===== src/rtl/can_tx_mailbox_sched_pkg.sv =====
// rtl/can_tx_mailbox_sched_pkg.sv - shared types and priority key for the CAN TX mailbox scheduler
package can_tx_mailbox_sched_pkg;

  localparam int KEY_W = 32;

  typedef enum logic [1:0] {
    ST_IDLE,
    ST_SELECT,
    ST_LAUNCH,
    ST_WAIT
  } sched_state_e;

  typedef struct packed {
    logic            ide;
    logic [10:0]     id_std;
    logic [17:0]     id_ext;
    logic            rtr;
    logic [3:0]      dlc;
    logic [7:0][7:0] data;
  } can_frame_t;

  // Lower key wins; the SRR slot is recessive for extended frames, so a standard
  // frame beats an extended one with the same base ID.
  function automatic logic [KEY_W-1:0] prio_key(input can_frame_t f);
    return {f.id_std, (f.ide ? 1'b1 : f.rtr), f.ide,
            (f.ide ? f.id_ext : 18'h0), (f.ide ? f.rtr : 1'b0)};
  endfunction

endpackage


===== src/rtl/can_tx_mailbox_sched_prio_select.sv =====
// rtl/can_tx_mailbox_sched_prio_select.sv - min-key search over the eligible mailboxes
module can_tx_mailbox_sched_prio_select
  import can_tx_mailbox_sched_pkg::*;
#(
  parameter int NUM_MB = 4,
  localparam int MBW = (NUM_MB > 1) ? $clog2(NUM_MB) : 1
) (
  input  logic [NUM_MB-1:0][KEY_W-1:0] keys,
  input  logic [NUM_MB-1:0]            mask,
  output logic [MBW-1:0]               win_idx,
  output logic                         win_valid
);

  logic [KEY_W-1:0] best;

  // Ascending scan with strict compare keeps the lower index on equal keys.
  always_comb begin
    win_valid = 1'b0;
    win_idx   = '0;
    best      = '0;
    for (int i = 0; i < NUM_MB; i++) begin
      if (mask[i] && (!win_valid || keys[i] < best)) begin
        win_valid = 1'b1;
        win_idx   = MBW'(i);
        best      = keys[i];
      end
    end
  end

endmodule


===== src/rtl/can_tx_mailbox_sched.sv =====
// rtl/can_tx_mailbox_sched.sv - CAN TX mailbox store, priority scheduler and event reporting
module can_tx_mailbox_sched
  import can_tx_mailbox_sched_pkg::*;
#(
  parameter int NUM_MB     = 4,
  parameter int MAX_RETRY  = 3,
  parameter int START_HOLD = 8,
  localparam int MBW = (NUM_MB > 1) ? $clog2(NUM_MB) : 1
) (
  input  logic              clk,
  input  logic              rst_n,
  input  logic              mb_wr_en,
  input  logic [MBW-1:0]    mb_wr_idx,
  input  logic              mb_wr_ide,
  input  logic [10:0]       mb_wr_id_std,
  input  logic [17:0]       mb_wr_id_ext,
  input  logic              mb_wr_rtr,
  input  logic [3:0]        mb_wr_dlc,
  input  logic [63:0]       mb_wr_data,
  input  logic [NUM_MB-1:0] mb_abort,
  input  logic              tx_done,
  input  logic              arb_lost,
  input  logic              tx_error,
  output logic              start_tx,
  output logic              ide,
  output logic [10:0]       id_std,
  output logic [17:0]       id_ext,
  output logic              rtr,
  output logic [3:0]        dlc,
  output logic [7:0]        tx_data_0,
  output logic [7:0]        tx_data_1,
  output logic [7:0]        tx_data_2,
  output logic [7:0]        tx_data_3,
  output logic [7:0]        tx_data_4,
  output logic [7:0]        tx_data_5,
  output logic [7:0]        tx_data_6,
  output logic [7:0]        tx_data_7,
  output logic [NUM_MB-1:0] mb_pending,
  output logic [MBW-1:0]    mb_active_idx,
  output logic              busy,
  output logic              done_pulse,
  output logic              fail_pulse,
  output logic              abort_pulse,
  output logic [MBW-1:0]    evt_idx,
  output logic              wr_reject
);

  localparam int RCW = $clog2(MAX_RETRY + 2);
  localparam int HCW = $clog2(START_HOLD + 1);

  can_frame_t               mb_q [NUM_MB];
  logic [RCW-1:0]           retry_q [NUM_MB];
  logic [NUM_MB-1:0]        pend_q;
  sched_state_e             state_q, state_d;
  logic [HCW-1:0]           hold_q;
  logic [MBW-1:0]           act_q;
  logic                     abort_req_q;
  can_frame_t               out_q;

  can_frame_t               wr_frame;
  logic [NUM_MB-1:0][KEY_W-1:0] keys;
  logic [NUM_MB-1:0]        wr_oh, act_oh, sel_mask, abt_mask;
  logic [MBW-1:0]           win_idx, abt_idx;
  logic                     win_valid, abt_valid, abt_serve;
  logic                     wr_hits_active, wr_ok;
  logic                     wait_exit, act_abort, err_fail;
  logic                     exit_done, exit_abort, exit_fail, exit_evt;

  assign wr_frame = {mb_wr_ide, mb_wr_id_std, mb_wr_id_ext, mb_wr_rtr, mb_wr_dlc, mb_wr_data};
  assign busy     = (state_q == ST_LAUNCH) || (state_q == ST_WAIT);
  assign start_tx = (state_q == ST_LAUNCH);

  assign wr_oh          = mb_wr_en ? (NUM_MB'(1) << mb_wr_idx) : '0;
  assign act_oh         = busy ? (NUM_MB'(1) << act_q) : '0;
  assign wr_hits_active = mb_wr_en && busy && (mb_wr_idx == act_q);
  assign wr_ok          = mb_wr_en && !wr_hits_active;

  // Mailboxes being aborted or rewritten this cycle are never picked for launch.
  assign sel_mask = pend_q & ~mb_abort & ~wr_oh;
  // A write to the same mailbox supersedes its abort; the active one waits for WAIT exit.
  assign abt_mask = mb_abort & pend_q & ~act_oh & ~wr_oh;

  assign wait_exit  = (state_q == ST_WAIT) && (tx_done || tx_error || arb_lost);
  assign act_abort  = abort_req_q || mb_abort[act_q];
  assign err_fail   = (int'(retry_q[act_q]) + 1) >= MAX_RETRY;
  assign exit_done  = (state_q == ST_WAIT) && tx_done;
  assign exit_abort = wait_exit && !tx_done && act_abort;
  assign exit_fail  = (state_q == ST_WAIT) && !tx_done && tx_error && !act_abort && err_fail;
  assign exit_evt   = exit_done || exit_abort || exit_fail;
  assign abt_serve  = abt_valid && !exit_evt;

  // Priority keys of every stored frame.
  always_comb begin
    keys = '0;
    for (int i = 0; i < NUM_MB; i++) keys[i] = prio_key(mb_q[i]);
  end

  // Lowest-index abort candidate; one served per cycle.
  always_comb begin
    abt_valid = 1'b0;
    abt_idx   = '0;
    for (int i = NUM_MB - 1; i >= 0; i--) begin
      if (abt_mask[i]) begin
        abt_valid = 1'b1;
        abt_idx   = MBW'(i);
      end
    end
  end

  can_tx_mailbox_sched_prio_select #(.NUM_MB(NUM_MB)) u_prio_select (
    .keys      (keys),
    .mask      (sel_mask),
    .win_idx   (win_idx),
    .win_valid (win_valid)
  );

  // Next-state logic of the launch sequencer.
  always_comb begin
    state_d = state_q;
    unique case (state_q)
      ST_IDLE:   if (|pend_q) state_d = ST_SELECT;
      ST_SELECT: state_d = win_valid ? ST_LAUNCH : ST_IDLE;
      ST_LAUNCH: if (hold_q == HCW'(START_HOLD - 1)) state_d = ST_WAIT;
      ST_WAIT:   if (wait_exit) state_d = ST_IDLE;
      default:   state_d = ST_IDLE;
    endcase
  end

  // Sequencer state, launch hold counter, active mailbox and frozen output fields.
  always_ff @(posedge clk or negedge rst_n) begin
    if (!rst_n) begin
      state_q     <= ST_IDLE;
      hold_q      <= '0;
      act_q       <= '0;
      abort_req_q <= 1'b0;
      out_q       <= '0;
    end else begin
      state_q <= state_d;
      hold_q  <= (state_q == ST_LAUNCH) ? hold_q + 1'b1 : '0;
      if (state_q == ST_SELECT && win_valid) begin
        act_q <= win_idx;
        out_q <= mb_q[win_idx];
      end
      if (!busy || wait_exit)     abort_req_q <= 1'b0;
      else if (mb_abort[act_q])   abort_req_q <= 1'b1;
    end
  end

  // Mailbox contents, pending bits and retry counters.
  always_ff @(posedge clk or negedge rst_n) begin
    if (!rst_n) begin
      pend_q <= '0;
      for (int i = 0; i < NUM_MB; i++) begin
        mb_q[i]    <= '0;
        retry_q[i] <= '0;
      end
    end else begin
      for (int i = 0; i < NUM_MB; i++) begin
        if (wr_ok && mb_wr_idx == MBW'(i)) begin
          mb_q[i]    <= wr_frame;
          pend_q[i]  <= 1'b1;
          retry_q[i] <= '0;
        end else if (wait_exit && act_q == MBW'(i)) begin
          if (exit_evt) begin
            pend_q[i]  <= 1'b0;
            retry_q[i] <= '0;
          end else if (tx_error) begin
            retry_q[i] <= retry_q[i] + 1'b1;
          end
        end else if (abt_serve && abt_idx == MBW'(i)) begin
          pend_q[i]  <= 1'b0;
          retry_q[i] <= '0;
        end
      end
    end
  end

  // One-cycle event pulses; WAIT-exit events take precedence over aborts.
  always_ff @(posedge clk or negedge rst_n) begin
    if (!rst_n) begin
      done_pulse  <= 1'b0;
      fail_pulse  <= 1'b0;
      abort_pulse <= 1'b0;
      evt_idx     <= '0;
      wr_reject   <= 1'b0;
    end else begin
      done_pulse  <= exit_done;
      fail_pulse  <= exit_fail;
      abort_pulse <= exit_abort || abt_serve;
      wr_reject   <= wr_hits_active;
      if (exit_evt)       evt_idx <= act_q;
      else if (abt_serve) evt_idx <= abt_idx;
    end
  end

  assign mb_pending    = pend_q;
  assign mb_active_idx = act_q;
  assign ide           = out_q.ide;
  assign id_std        = out_q.id_std;
  assign id_ext        = out_q.id_ext;
  assign rtr           = out_q.rtr;
  assign dlc           = out_q.dlc;
  assign tx_data_0     = out_q.data[0];
  assign tx_data_1     = out_q.data[1];
  assign tx_data_2     = out_q.data[2];
  assign tx_data_3     = out_q.data[3];
  assign tx_data_4     = out_q.data[4];
  assign tx_data_5     = out_q.data[5];
  assign tx_data_6     = out_q.data[6];
  assign tx_data_7     = out_q.data[7];

endmodule


===== config.mk =====
export PLATFORM = sky130hd
export DESIGN_NAME = can_tx_mailbox_sched
export DESIGN_NICKNAME = d
export VERILOG_FILES = /design/src/rtl/can_tx_mailbox_sched_pkg.sv /design/src/rtl/can_tx_mailbox_sched_prio_select.sv /design/src/rtl/can_tx_mailbox_sched.sv
export SDC_FILE = /design/constraint.sdc
export NUM_CORES = 1
export LEC_CHECK = 0
export CORE_UTILIZATION = 30
export DETAILED_ROUTE_END_ITERATION = 10
export DONT_BUFFER_PORTS = 1
export HOLD_SLACK_MARGIN = 0.12
export PLACE_DENSITY_LB_ADDON = 0.2
export SLEW_MARGIN = 20
export SYNTH_ARGS = -nofsm -noshare
export SYNTH_HDL_FRONTEND = slang
export SYNTH_SLANG_ARGS = --single-unit

===== constraint.sdc =====
create_clock -name clk -period 8.8 [get_ports clk]
set_input_delay 1.76 -clock clk [delete_from_list [all_inputs] [get_ports clk]]
set_output_delay 1.76 -clock clk [all_outputs]
set_load 0.02 [all_outputs]

==> results.md <==
- Status: finished with violations
- Failing checks: negative setup slack
- Antenna-violating nets left: 0
- Pre-antenna DRT Iters: 5
- Antenna diodes: 0
- Vias in the first global route: 20.2k
- Worst skew pair latency: 0.63 ns
- Mean Syn Cell Area: around 12 µm²
- Synth cell types: 63
- Setup TNS: -0.367 ns
- Area of the multi-input gates: 13400 µm²
- Sequential area share after synthesis: about half
- GRT Total Usage: between 10% and 20%
- Top cell type's share of synthesized area: around half
- Max Clock Freq: 0.112 GHz
- Die W: about 300 µm
- Util after Layout: between 30% and 40%
- Hold Crit Class: reg2reg
- Post-route setup slack: -0.113 ns
- Type of destination of the critical path: flop
- Syn. warnings: 0
- Tcrit/Tclk final: 101%
- Tot Pwr: about 11000 µW
- Clk slew on worst S/H paths: around 0.060 ns
- Worst-path fanout max: 7
- Share of synthesized registers carrying an async set or reset: 100%
- Yosys top cell by area: dfrtp_1
- Critical path startpoint category: primary input
- First-pass GRT wire length: 128 mm
- Pins Over Slew Limit: 0
- Io pins: around 220
- Non-Filler Instances: between 3k and 4k
- Worst path required time: about 9.4 ns
- DRC violations left: 0
- Relative slew slack: just over 20%
- Setup violators final: 20
- Worst path arrival time: about 9.5 ns
- FF+latch area: 13200 µm²
- Die area: 87300 µm²
- FILL cells: between 8k and 9k
- IO Port Bufs: 0
- Slew @ Worst Pin: roughly 1.2 ns
- Num CTS Buffers: 67
- Post-Place Cells: roughly 3.3k
- Longest Clk Path Bufs: 3
- Commonest non-fill, non-tap cell in the layout: dfrtp_1
- Post-Syn Area: between 20000 and 30000 µm²
- Cell repeated most along the worst path: buf_4
- Row Count: around 110
- Leak pwr: around 0.015 µW
- #FFs+latches synth: around 530
- WL final: 86.1 mm
- Clock Sinks: roughly 530
- Die H: 295 µm
- Hold slack: between 0.4 and 0.5 ns
- Worst path max stage delay: about 0.39 ns
- Final min period: about 9 ns
- Syn Inst Count: 2171
- CP Class: in2reg
- PwrDens: about 330 nW/µm²
- Final Skew: ~0.028 ns
- Average wire per standard cell: approximately 24 µm
- Via count: between 15k and 20k
- Initial antenna violation count: 0
- H-Tree Depth: 3
- Area Growth Syn to Fin: 29.6%
- Largest net degree at the start of global routing: approximately 530
- Peak VDD IR: slightly above 0.2 mV
- Post-DP HPWL: between 50 and 60 mm
- Fraction of layout cells with a size suffix above 1: around two fifths
- Final Hold Viols: 0
- Clock root buffer: clkbuf_16
- Via-per-instance ratio: roughly 5.3
- TritonCTS clock tree: yes
- Initial DRC Count: between 900 and 1k
- Syn nets: 2380
- Layout Nets: roughly 2.6k
- Most frequent cells in the layout: 526 x dfrtp_1, 399 x mux2_2, 210 x buf_4, 127 x nand2_1, 96 x a211o_1
- Core region area: 85100 µm²
- Remaining Overflow, GRT: 0
- Routability congestion estimate: 0.859
- Main synth FF type: dfrtp_1
- MaxCap Viol Count: 0
- Critical path's slowest cell: or3b_4
- Initial Util: ~30%
- Synth top area cells: dfrtp_1 51%, mux2_2 18%, ha_1 4.7%, a211o_1 3.3%, mux2i_1 3.1%
- RSZ-0062 raised after global routing: true
- Number of flops mapped to enable cells by yosys: 0
metal layers:
layer  global-route usage [%]  part of all wire, %  wire length (µm)
met1                     24.0                   42             35800
met2                     32.5                   49             41800
met3                     5.28                  6.4              5530
met4                     6.94                  3.5              2980
met5                        0                    0                 0
per-stage QoR:
stage                     instance area [µm²]  setup slack, ns
after floorplan                         26100           0.0140
after global placement                  28400            -1.52
after detailed placement                28400            -1.56
after CTS                               32300          0.00228
after global routing                    33500           -0.277
final                                   33500           -0.113
final cells by class:
type                    instances  area share, %
repair buffers                297           9.34
clock buffers                  95           5.80
clock inverters                28          0.964
flip-flops and latches        526           39.3
well taps                    1144           4.28
repair inverters                1         0.0262
multi-input cells            1480           39.9
inverters                      29          0.348
cell families after synthesis:
family / count (synthesis) / share of synthesized area, %
compound gates: 434 / 12.3
xor+xnor: 4 / 0.136
fa+ha+maj: 98 / 4.75
buf+inv: 166 / 2.62
flops: 526 / 51.0
mux: 484 / 20.8
simple gates: 459 / 8.47
sequential cells by signal, indices dropped and copies added (netlist names), 2 cells and up, named ones only:
| signal | flops |
|---|---|
| mb_q | 348 |
| tx_data_6 | 8 |
| mb_active_idx | 2 |
| tx_data_5 | 8 |
| id_ext | 18 |
| keys | 48 |
| tx_data_2 | 8 |
| id_std | 11 |
| hold_q | 4 |
| evt_idx | 2 |
| mb_pending | 4 |
| tx_data_4 | 8 |
| tx_data_1 | 8 |
| retry_q | 12 |
| tx_data_0 | 8 |
| tx_data_7 | 8 |
| dlc | 4 |
| tx_data_3 | 8 |
synth_stat cells (all sizes together), types with 4 or more instances:
cell type / number
a211o: 96
a211oi: 12
a21boi: 19
a21o: 14
a21oi: 91
a221oi: 7
a22o: 80
a31oi: 17
a32o: 8
and2: 53
buf: 33
clkbuf: 104
dfrtp: 526
ha: 98
inv: 29
mux2: 404
mux2i: 79
nand2: 150
nand2b: 14
nand3: 16
nand4: 18
nor2: 87
nor3: 92
nor3b: 4
nor4: 7
o21a: 8
o21ai: 56
o31ai: 7
or2: 5
final timing paths:
| check | startpoint | end | slack [ns] | cells after the start |
|---|---|---|---|---|
| worst max register to register | keys[51] | id_std[8] | 0.74 | 52 |
| worst min-delay path | mb_q[106] | tx_data_0[7] | 0.47 | 1 |
| worst max-delay path | mb_wr_idx[1] | id_std[8] | -0.11 | 58 |
| worst min register to register | mb_q[106] | tx_data_0[7] | 0.47 | 1 |
| max in group asynchronous | rst_n | mb_q[242] | 7.00 | 0 |
| min in group asynchronous | rst_n | mb_q[276] | 0.87 | 0 |
worst max-delay path, delay by kind of cell:
kind            cells  cell delay [ns]
simple gates        6             0.92
buf+inv            45             5.60
fa+ha+maj           1             0.21
compound gates      6             0.98
where the power goes:
group	switching [µW]	internal (µW)	total [µW]	leakage, µW
combinational	1940	2120	4060	0.00741
clock	1150	1650	2810	0.00111
sequential	950	3130	4080	0.00630
total	4050	6910	11000	0.0148
repair_timing:
action,4_1_cts,5_1_grt
pin swaps,19,104
setup buffers,92,36
endpoints found under the setup margin,101,101
hold buffers,0,0
resized for setup,131,159
gates cloned,10,12
Power figures use the tool's default switching activity.
